<file path="src/rtl/imm_pkg.sv">
// Opcode and immediate-format constants shared by the immediate decoder and its pipeline.
package imm_pkg;

  localparam logic [6:0] OPC_LOAD   = 7'b0000011;
  localparam logic [6:0] OPC_OPIMM  = 7'b0010011;
  localparam logic [6:0] OPC_STORE  = 7'b0100011;
  localparam logic [6:0] OPC_BRANCH = 7'b1100011;
  localparam logic [6:0] OPC_LUI    = 7'b0110111;
  localparam logic [6:0] OPC_AUIPC  = 7'b0010111;
  localparam logic [6:0] OPC_JAL    = 7'b1101111;
  localparam logic [6:0] OPC_JALR   = 7'b1100111;
  localparam logic [6:0] OPC_SYSTEM = 7'b1110011;

  localparam logic [2:0] FMT_NONE  = 3'd0;
  localparam logic [2:0] FMT_I     = 3'd1;
  localparam logic [2:0] FMT_S     = 3'd2;
  localparam logic [2:0] FMT_B     = 3'd3;
  localparam logic [2:0] FMT_U     = 3'd4;
  localparam logic [2:0] FMT_J     = 3'd5;
  localparam logic [2:0] FMT_SHAMT = 3'd6;
  localparam logic [2:0] FMT_CSRI  = 3'd7;

endpackage

</file>
<file path="src/rtl/imm_format_decode.sv">
// Combinational RV32I/RV64I immediate extraction: format code, extended immediate, illegal flag.
module imm_format_decode
  import imm_pkg::*;
#(
  parameter int DATA_WIDTH = 32
) (
  input  logic [31:0]           inst,
  output logic [DATA_WIDTH-1:0] imm,
  output logic [2:0]            fmt,
  output logic                  illegal
);

  logic [6:0] opc;
  logic [2:0] funct3;

  assign opc    = inst[6:0];
  assign funct3 = inst[14:12];

  // Size casts of signed operands sign-extend to DATA_WIDTH; unsigned ones zero-extend.
  always_comb begin
    imm     = '0;
    fmt     = FMT_NONE;
    illegal = 1'b0;
    if (inst[1:0] != 2'b11) begin
      illegal = 1'b1;
    end else begin
      case (opc)
        OPC_LOAD, OPC_JALR: begin
          fmt = FMT_I;
          imm = DATA_WIDTH'($signed(inst[31:20]));
        end
        OPC_OPIMM: begin
          if (funct3 == 3'b001 || funct3 == 3'b101) begin
            fmt = FMT_SHAMT;
            if (DATA_WIDTH == 64) begin
              imm = DATA_WIDTH'(inst[25:20]);
            end else begin
              imm     = DATA_WIDTH'(inst[24:20]);
              illegal = inst[25];
            end
          end else begin
            fmt = FMT_I;
            imm = DATA_WIDTH'($signed(inst[31:20]));
          end
        end
        OPC_STORE: begin
          fmt = FMT_S;
          imm = DATA_WIDTH'($signed({inst[31:25], inst[11:7]}));
        end
        OPC_BRANCH: begin
          fmt = FMT_B;
          imm = DATA_WIDTH'($signed({inst[31], inst[7], inst[30:25], inst[11:8], 1'b0}));
        end
        OPC_LUI, OPC_AUIPC: begin
          fmt = FMT_U;
          imm = DATA_WIDTH'($signed({inst[31:12], 12'b0}));
        end
        OPC_JAL: begin
          fmt = FMT_J;
          imm = DATA_WIDTH'($signed({inst[31], inst[19:12], inst[20], inst[30:21], 1'b0}));
        end
        OPC_SYSTEM: begin
          if (funct3[2]) begin
            fmt = FMT_CSRI;
            imm = DATA_WIDTH'(inst[19:15]);
          end
        end
        default: illegal = 1'b1;
      endcase
    end
  end

endmodule

</file>
<file path="src/rtl/imm_pipe_generator.sv">
// Immediate generator: format decode followed by a PIPE_DEPTH-stage elastic valid/ready pipe with flush.
module imm_pipe_generator
  import imm_pkg::*;
#(
  parameter int DATA_WIDTH = 32,
  parameter int PIPE_DEPTH = 2,
  parameter int TAG_WIDTH  = 32
) (
  input  logic                  clk,
  input  logic                  rst,
  input  logic                  flush,
  input  logic                  in_valid,
  output logic                  in_ready,
  input  logic [31:0]           in_inst,
  input  logic [TAG_WIDTH-1:0]  in_tag,
  output logic                  out_valid,
  input  logic                  out_ready,
  output logic [DATA_WIDTH-1:0] out_imm,
  output logic [2:0]            out_fmt,
  output logic                  out_illegal,
  output logic [TAG_WIDTH-1:0]  out_tag
);

  typedef struct packed {
    logic [DATA_WIDTH-1:0] imm;
    logic [2:0]            fmt;
    logic                  illegal;
    logic [TAG_WIDTH-1:0]  tag;
  } pay_t;

  pay_t                  in_pay;
  logic [PIPE_DEPTH-1:0] vld;
  pay_t                  pay [PIPE_DEPTH];
  logic [PIPE_DEPTH:0]   rdy;

  imm_format_decode #(.DATA_WIDTH(DATA_WIDTH)) u_dec (
    .inst    (in_inst),
    .imm     (in_pay.imm),
    .fmt     (in_pay.fmt),
    .illegal (in_pay.illegal)
  );
  assign in_pay.tag = in_tag;

  // Ready ripples back from the consumer so a full pipe still accepts when the tail drains.
  always_comb begin
    rdy             = '0;
    rdy[PIPE_DEPTH] = out_ready;
    for (int i = PIPE_DEPTH - 1; i >= 0; i--) begin
      rdy[i] = !vld[i] || rdy[i+1];
    end
  end

  for (genvar g = 0; g < PIPE_DEPTH; g++) begin : g_stage
    logic up_v;
    pay_t up_p;
    logic v_q;
    pay_t p_q;

    if (g == 0) begin : g_first
      assign up_v = in_valid;
      assign up_p = in_pay;
    end else begin : g_next
      assign up_v = vld[g-1];
      assign up_p = pay[g-1];
    end

    // Payload is reset so outputs read zero after reset; flush only kills valid bits.
    always_ff @(posedge clk or posedge rst) begin
      if (rst) begin
        v_q <= 1'b0;
        p_q <= '0;
      end else begin
        if (flush) begin
          v_q <= 1'b0;
        end else if (rdy[g]) begin
          v_q <= up_v;
        end
        if (!flush && rdy[g] && up_v) begin
          p_q <= up_p;
        end
      end
    end

    assign vld[g] = v_q;
    assign pay[g] = p_q;
  end

  assign in_ready    = rdy[0];
  assign out_valid   = vld[PIPE_DEPTH-1];
  assign out_imm     = pay[PIPE_DEPTH-1].imm;
  assign out_fmt     = pay[PIPE_DEPTH-1].fmt;
  assign out_illegal = pay[PIPE_DEPTH-1].illegal;
  assign out_tag     = pay[PIPE_DEPTH-1].tag;

endmodule

</file>
<file path="config.mk">
export PLATFORM = sky130hd
export DESIGN_NAME = imm_pipe_generator
export DESIGN_NICKNAME = d
export VERILOG_FILES = /design/src/rtl/imm_pkg.sv /design/src/rtl/imm_format_decode.sv /design/src/rtl/imm_pipe_generator.sv
export SDC_FILE = /design/constraint.sdc
export NUM_CORES = 1
export LEC_CHECK = 0
export BUFFER_PORTS_ARGS = -buffer_cell sky130_fd_sc_hd__buf_2
export CAP_MARGIN = 20
export CORE_UTILIZATION = 30
export CTS_CLUSTER_DIAMETER = 120
export DETAILED_ROUTE_END_ITERATION = 16
export GPL_TIMING_DRIVEN = 1
export PLACE_DENSITY = 0.59
export SYNTH_ARGS = -nofsm -noshare
export SYNTH_HDL_FRONTEND = slang
export SYNTH_SLANG_ARGS = --single-unit
</file>
<file path="constraint.sdc">
create_clock -name clk -period 4.4 [get_ports clk]
set_clock_uncertainty 0.15 [all_clocks]
set_input_delay 0.22 -clock clk [delete_from_list [all_inputs] [get_ports clk]]
set_output_delay 0.22 -clock clk [all_outputs]
set_load 0.02 [all_outputs]
</file>
### Word level (Yosys, flattened, before mapping)

Index checks and enable logic that the tools add are counted.

| storage, ports and cells | value |
|---|---|
| flip-flop bits (word level) | 138 |
| word-level logic and storage cells | 52 |
| output and inout bits | 70 |
| input port bits | 69 |

| cells by class | value |
|---|---|
| equal/unequal tests | 12 |
| muxes and demuxes | 15 |
| reductions and logical operators | 15 |

Operators with widths:

| operator | count |
|---|---|
| one-hot mux 32 bit (7 select lines) | 1 |
| two-way mux 32 bit | 2 |
| == test 7 bit (second input constant) | 4 |
| one-hot mux 3 bit (7 select lines) | 1 |
| == test 7 x 5 -> 1 bit (second input constant) | 2 |
| == test 7 x 6 -> 1 bit (second input constant) | 2 |
| two-way mux 3 bit | 3 |
| OR reduction 8 bit | 1 |
| == test 7 x 2 -> 1 bit (second input constant) | 1 |
| two-way mux 1 bit | 6 |
| two-way mux 5 bit | 1 |
| logical AND 1 bit | 4 |
| nonzero test 2 bit | 2 |
| OR reduction 2 bit | 2 |
| == test 3 x 1 -> 1 bit (second input constant) | 1 |
| == test 3 bit (second input constant) | 1 |
| logical NOT 1 bit | 3 |
| logical OR 1 bit | 3 |
| != test 2 bit (second input constant) | 1 |
| one-hot mux 1 bit (2 select lines) | 1 |

### Longest topological paths before layout

Gate-level depths: netlist of run 1.

| depth | value |
|---|---|
| word-level depth | 5 |
| gate-level depth with buffers | 7 |
| mapped depth without buffers | 4 |

### Hierarchy

Synthesis of run 1 repeated with hierarchy kept, for this count alone.

| unflattened totals | value |
|---|---|
| cells, all modules | 417 |
| area, all modules | 5915.7 um^2 |

By module, submodules not included:

| module | area an instance (um^2) | instances | seq. area each (um^2) | cells an instance |
|---|---|---|---|---|
| imm_pipe_generator | 5235.0 | 1 | 3453.3 | 299 |
| imm_format_decode | 680.7 | 1 | 0.0 | 118 |

### Worst setup path after synthesis of run 1

No wires, ideal clock.

| path | value |
|---|---|
| kind | flip-flop to flip-flop |
| start point | reg g_stage[1].v_q (netlist: out_valid) |
| end point | reg g_stage[1].p_q, in the netlist out_fmt[0] |
| stages on the path, launching flop included | 6 |
| data arrival time | 1.593 ns |
| setup slack | 2.533 ns |
| required time | 4.125 ns |
| buffers on the path | 2 |
| library setup time | 0.125 ns |
| clock period less this slack | 1.867 ns |
| path through | dfrtp_1 nor2b_1 nor3b_2 buf_2 buf_4 mux2_2 |

| on the way | value |
|---|---|
| word-level cells in the longest chain between the ends | 4 |

RTL lines:

| item | RTL line | text |
|---|---|---|
| start: declaration | imm_pipe_generator.sv:56 | `logic v_q;` |
| start signal: assignment | imm_pipe_generator.sv:76 | `v_q <= up_v;` |
| logical NOT 1 bit | imm_pipe_generator.sv:49 | `rdy[i] = !vld[i] \|\| rdy[i+1];` |
| logical OR 1 bit | imm_pipe_generator.sv:49 |  |
| logical AND 1 bit (2 in series) | imm_pipe_generator.sv:78 | `if (!flush && rdy[g] && up_v) begin` |
| end signal: assignment | imm_pipe_generator.sv:79 | `p_q <= up_p;` |
| end: declaration | imm_pipe_generator.sv:57 | `pay_t p_q;` |

Every way passes these cells.
A chain may end at the register's enable or synchronous reset.

### Worst setup path after layout of run 1

| path | value |
|---|---|
| start point | in out_ready |
| end point | reg g_stage[0].p_q[3] (netlist name) |

| on the way | value |
|---|---|
| word-level cells in the longest chain between the ends | 4 |

RTL lines:

| item | RTL line | text |
|---|---|---|
| start: declaration | imm_pipe_generator.sv:17 | `input logic out_ready,` |
| logical OR 1 bit (2 in series) | imm_pipe_generator.sv:49 |  |
| logical AND 1 bit (2 in series) | imm_pipe_generator.sv:78 |  |
| end signal: assignment | imm_pipe_generator.sv:79 |  |
| end: declaration | imm_pipe_generator.sv:57 |  |

Every way passes these cells.

==> run_results.csv, run 1 <==
group,metric,value,unit
floorplanning,core_area,18710,um2
logic_synthesis,seq_area_frac_synth,60.42,%
pwr,leakage,3.706,nW
logic_synthesis,synth-xor-area-share,0,%
logic_synthesis,synth.most_common_cell,"dfrtp_1",
clocking,cts_sinks,138,
floorplanning,dieArea,19610,um2
clocking,h-tree-depth,4,
global_route,antenna_found_initial,0,
drt,drc,0,
logic_synthesis,syn_area,5715,um2
floorplanning,die_x,140.0,um
timing,max_clock_freq,381.6,MHz
global_route,grt_overflow,0,
cells_and_area,final_cells,834,
logic_synthesis,synth_common_cells,"138 x dfrtp_1, 100 x mux2_2, 17 x buf_2",
place,io_buffers,138,
cells_and_area,area_delta_synth_final,35.95,%
global_route,grt_pass1_wl,22750,um
clocking,clk_pin_slew_worst_paths,60,ps
worst_setup_path,endpoint_kind,"flip-flop",
clocking,cts_root_buffer,"clkbuf_16",
clocking,post_cts_buffers,0,
job,cap_violations,0,
place,dpl.cell_count,747,
cells_and_area,antenna_cells,0,
global_route,grt_usage,15.00,%
clocking,clk-insertion-delay-late,410,ps
logic_synthesis,synth_cell_type_count,46,
logic_synthesis,synth_edf_count,0,
worst_setup_path,worstPathRequired,4540,ps
timing,fin_setup_tns,0,ps
run_status,run_status,"completed",
logic_synthesis,yosys.area.top_type,"dfrtp_1",
clocking,cts_buffers,17,
floorplanning,die_h,140.0,um
logic_synthesis,synth_area_leaders,"dfrtp_1 60%, mux2_2 20%, a22o_1 2.5%",
clocking,cts_resized,0,
timing,setup_violations,0,
clocking,clk_path_buf_depth,2,
floorplanning,top_level_ports,139,
logic_synthesis,syn-num-nets,467,
timing,slew_headroom,36.48,%
logic_synthesis,synth-simple-area-share,5.954,%
timing,hold_violations,0,
cells_and_area,nNetsFinal,656,
floorplanning,rows,50,
logic_synthesis,synth_mux_area_share,20.23,%
logic_synthesis,synth_compound_area_share,9.939,%
global_route,grt_pass1_vias,4323,
logic_synthesis,syn_inst,398,
clocking,cts_tree,"built",
pwr,ir_drop,0.2527,mV
worst_setup_path,cp.arrival,2760,ps
worst_setup_path,regToRegSetupSlack,1940,ps
timing,fin_crit_sh,59.55,%
global_route,grt_max_degree,104,
worst_setup_path,startpoint_type,"primary input",
drt,postRouteAntennaNets,0,
logic_synthesis,ys_async_sr_fraction,100.0,%
logic_synthesis,synth_ff_type,"dfrtp_1",
drt,vias,4027,
drt,viasPerCell,4.829,
logic_synthesis,synthAdderAreaFrac,0,%
timing,drv_slew,0,
logic_synthesis,synth_warnings,0,
logic_synthesis,avgSynthCellArea,14.36,um2
cells_and_area,drive_above_1_share,47.17,%
place,hpwl,9059,um
place,gp_congestion,0.7819,
floorplanning,initial_core_util,30.56,%
timing,max_slew.worst_pin.slew,949.4,ps
timing,rsz0062_at_grt,"false",
worst_hold_path,hold_class,"primary input to flip-flop",
logic_synthesis,synth_top_area_share,60.42,%
worst_setup_path,cp_max_fo,44,
pwr,powerDensity,455.1,nW/um2
cells_and_area,fillers,1732,
drt,drt_wl_total,13680,um
timing,min_period,2620,ps
drt,wire_per_inst,16.40,um
logic_synthesis,ys_seq_elements,138,
drt,first_iter_violations,177,
worst_setup_path,crit_type,"primary input to flip-flop",
drt,drtPass1Iterations,5,
logic_synthesis,synth_top_family_by_area,"multiplexers",
==> critical path, stage by stage <==
cell,delay (ps)
dlygate4sd3_1,530
buf_2,130
nand3b_1,260
nand2_2,750
buf_4,460
mux2_2,380
==> layout make-up <==
cell class / instances / area [um2] / share of cell area [%]
clock buffer: 20 / 466.7 / 6.006
clock inverter: 12 / 160.2 / 2.061
inverter: 10 / 42.54 / 0.5475
multi-input combinational: 224 / 2073 / 26.68
sequential: 138 / 3453 / 44.44
tap: 234 / 292.8 / 3.768
timing repair buffer: 196 / 1281 / 16.49
==> cell usage in the layout, fill, tap and decap left out, types with 4 or more instances in the layout <==
cell type,count
dfrtp_1,138
buf_2,138
mux2_2,100
dlygate4sd3_1,54
clkbuf_16,17
a22o_1,16
nand2_1,13
a221o_1,11
o221ai_1,9
inv_1,9
nor2b_1,6
nor2_1,6
inv_6,5
a22oi_1,5
nand3b_1,4
nand3_1,4
o2bb2ai_1,4
==> cell families after synthesis <==
family | count (synthesis)
and+or+nand+nor | 55
DFF | 138
muxes | 103
AOI/OAI and AO/OA | 66
buffers and inverters | 36
==> stage by stage <==
| step | hold slack (ps) | utilization [%] | worst slack, ps | power (mW) | area (um2) |
|---|---|---|---|---|---|
| floorplan | 133.1 | - | 333.8 | 1.829 | 5715 |
| global placement | 304.6 | 35.22 | 1930 | 2.003 | 6588 |
| detailed placement | 305.8 | 35.22 | 1817 | 2.025 | 6588 |
| CTS | 3.676 | 41.46 | 1725 | 3.594 | 7755 |
| global route | 24.41 | 41.54 | 1570 | 3.701 | 7770 |
| finish | 12.82 | 41.54 | 1780 | 3.536 | 7770 |
==> final timing paths <==
check | start | to | cells past startpoint
max reg2reg | g_stage[0].v_q | g_stage[0].p_q[3] | 4
max in group asynchronous | rst | out_tag[31] | 4
min in group asynchronous | rst | out_tag[26] | 3
min reg2reg | g_stage[0].p_q[53] | g_stage[0].p_q[53] | 2
min | in_inst[13] | g_stage[0].p_q[49] | 3
max | out_ready | g_stage[0].p_q[3] | 6
==> layer usage <==
metal / share of wire (%) / track usage [%]
met4: 1.5 / 5.321
met3: 5.4 / 4.547
met1: 43 / 18.65
met5: 0 / 0
met2: 50 / 24.68
==> timing repair <==
item	CTS	global route
hold endpoints to repair	160	0
setup endpoints to repair	0	0
hold buffers	54	0
==> flip-flops by register name (all words and copies together) (netlist names) <==
name / flops
g_stage.p_q: 68
g_stage.v_q: 1
out_tag: 32
out_imm: 32
out_fmt: 3
out_valid: 1
out_illegal: 1
==> report_power, final <==
part | leakage, nW | switching, mW | total (mW) | internal, mW
logic | 1.62 | 0.296 | 0.547 | 0.252
clock network | 0.308 | 0.560 | 1.50 | 0.944
registers | 1.78 | 0.0700 | 1.48 | 1.41
total | 3.71 | 0.926 | 3.54 | 2.61
No activity file was read; power rests on OpenSTA's default activity.
==> run 2, diff against run 1 <==
PLACE_DENSITY = 0.61   (was 0.59)
clock period = 2.3 ns   (was 4.4 ns; I/O delays follow)
==> run_results.csv, run 2 (same netlist as run 1, synthesis figures left out) <==
group,metric,value,unit
cells_and_area,fillers,1727,
timing,slew_headroom,47.40,%
drt,drtPass1Iterations,4,
cells_and_area,area_delta_synth_final,37.65,%
global_route,grt_overflow,0,
worst_setup_path,crit_buf_inv,2,
worst_setup_path,path_delay_family,"simple AND/OR/NAND/NOR gates",
timing,rsz0062_at_grt,"false",
floorplanning,rows,50,
place,gp_congestion,0.8507,
cells_and_area,nNetsFinal,663,
cells_and_area,max_flop_register,"g_stage.p_q",
timing,max_slew.worst_pin.slew,784.7,ps
worst_setup_path,endpoint_kind,"flip-flop",
floorplanning,core_area,18710,um2
worst_setup_path,cp.arrival,2190,ps
worst_setup_path,regToRegStartpoint,"g_stage[0].v_q",
timing,hold_violations,0,
timing,max_clock_freq,501.8,MHz
cells_and_area,final_cells,841,
floorplanning,die_x,140.0,um
timing,fin_crit_sh,86.64,%
drt,postRouteAntennaNets,0,
worst_setup_path,cp_max_fo,11,
pwr,ir_drop,0.5746,mV
place,dpl.cell_count,752,
clocking,clk-insertion-delay-late,410,ps
worst_setup_path,regToRegSetupSlack,380,ps
worst_hold_path,hold_class,"primary input to flip-flop",
clocking,h-tree-depth,4,
timing,setup_violations,0,
worst_setup_path,crit_type,"primary input to flip-flop",
drt,drt_wl_total,13990,um
cells_and_area,multi_input_area,2073,um2
drt,viasPerCell,4.902,
clocking,clk_pin_slew_worst_paths,60,ps
timing,fin_setup_tns,0,ps
drt,vias,4123,
global_route,grt_usage,15.15,%
global_route,grt_max_degree,71,
drt,wire_per_inst,16.63,um
clocking,cts_buffers,17,
floorplanning,dieArea,19610,um2
floorplanning,top_level_ports,139,
run_status,run_status,"completed",
worst_setup_path,critPathSlowestCell,"nor3_2",
clocking,cts_root_buffer,"clkbuf_16",
worst_setup_path,startpoint,"flush",
cells_and_area,fin_util,42.06,%
clocking,post_cts_buffers,0,
worst_setup_path,path_cells,"dlygate4sd3_1, buf_2, nor2b_1, nand3_1, nor3_2, a221o_1",
cells_and_area,mostFrequentLayoutCells,"138 x dfrtp_1, 138 x buf_2, 100 x mux2_2",
pwr,leakage,3.744,nW
timing,min_period,1993,ps
job,cap_violations,0,
clocking,cts_sinks,138,
cells_and_area,largest_reg_flops,68,
worst_setup_path,max_stage_delay,660,ps
drt,first_iter_violations,137,
global_route,grt_pass1_vias,4419,
floorplanning,initial_core_util,30.56,%
place,hpwl,9594,um
floorplanning,die_h,140.0,um
pwr,powerDensity,876.1,nW/um2
global_route,antenna_found_initial,0,
cells_and_area,drive_above_1_share,47.12,%
drt,drc,0,
worst_hold_path,hp-start,"out_ready",
cells_and_area,seq_area,3453,um2
global_route,grt_pass1_wl,22880,um
cells_and_area,antenna_cells,0,
clocking,cts_tree,"built",
place,io_buffers,138,
timing,drv_slew,0,
worst_setup_path,startpoint_type,"primary input",
clocking,clk_path_buf_depth,2,
worst_setup_path,worstPathRequired,2500,ps
pwr,total_power,6.893,mW
-- run 2: area by class of cell --
type,instances,share of cell area (%)
clock buffers,18,5.455
clock inverters,14,2.783
inverters,10,0.5248
multi-input cells,224,26.35
flip-flops and latches,138,43.89
well taps,234,3.721
repair buffers,203,17.27
-- run 2: path summary, 6_finish.rpt --
check	to	cells after the start
min in group asynchronous	out_imm[17]	3
setup / recovery	g_stage[0].p_q[63]	6
setup reg to reg	g_stage[0].p_q[63]	4
hold reg to reg	g_stage[0].p_q[50]	2
hold / removal	g_stage[0].v_q	3
max in group asynchronous	out_tag[7]	4
-- run 2: what timing repair did --
item,in CTS,in global routing
hold buffers,57,0
hold endpoints to repair,133,0
gates resized for setup,0,0
-- run 2: power by group --
part	internal [mW]	switching (mW)
clock	1.93	1.06
sequential	2.71	0.133
combinational	0.491	0.574
-- run 2: per-stage QoR --
| step | hold slack (ps) | setup WS, ps | cell area [um2] |
|---|---|---|---|
| after floorplan | 28.14 | 313.9 | 5719 |
| after global placement | 12.46 | 433.4 | 6649 |
| after detailed placement | 20.98 | 355.2 | 6649 |
| after CTS | 2.086 | 335.0 | 7868 |
| after global routing | 40.37 | 205.2 | 7868 |
| final | 16.95 | 307.4 | 7868 |
-- run 2: metal layers --
layer	routed length (um)	global-route usage (%)	up-vias
met5	0	0	-
met4	223	5.726	0
met3	607	4.239	22
met2	6890	24.92	110
met1	6267	18.93	2115
li1	-	-	1876
-- run 2: tightest hold or removal path, stage by stage --
cell and delay (ps):
buf_2 80, nand3b_1 230, a21oi_1 110
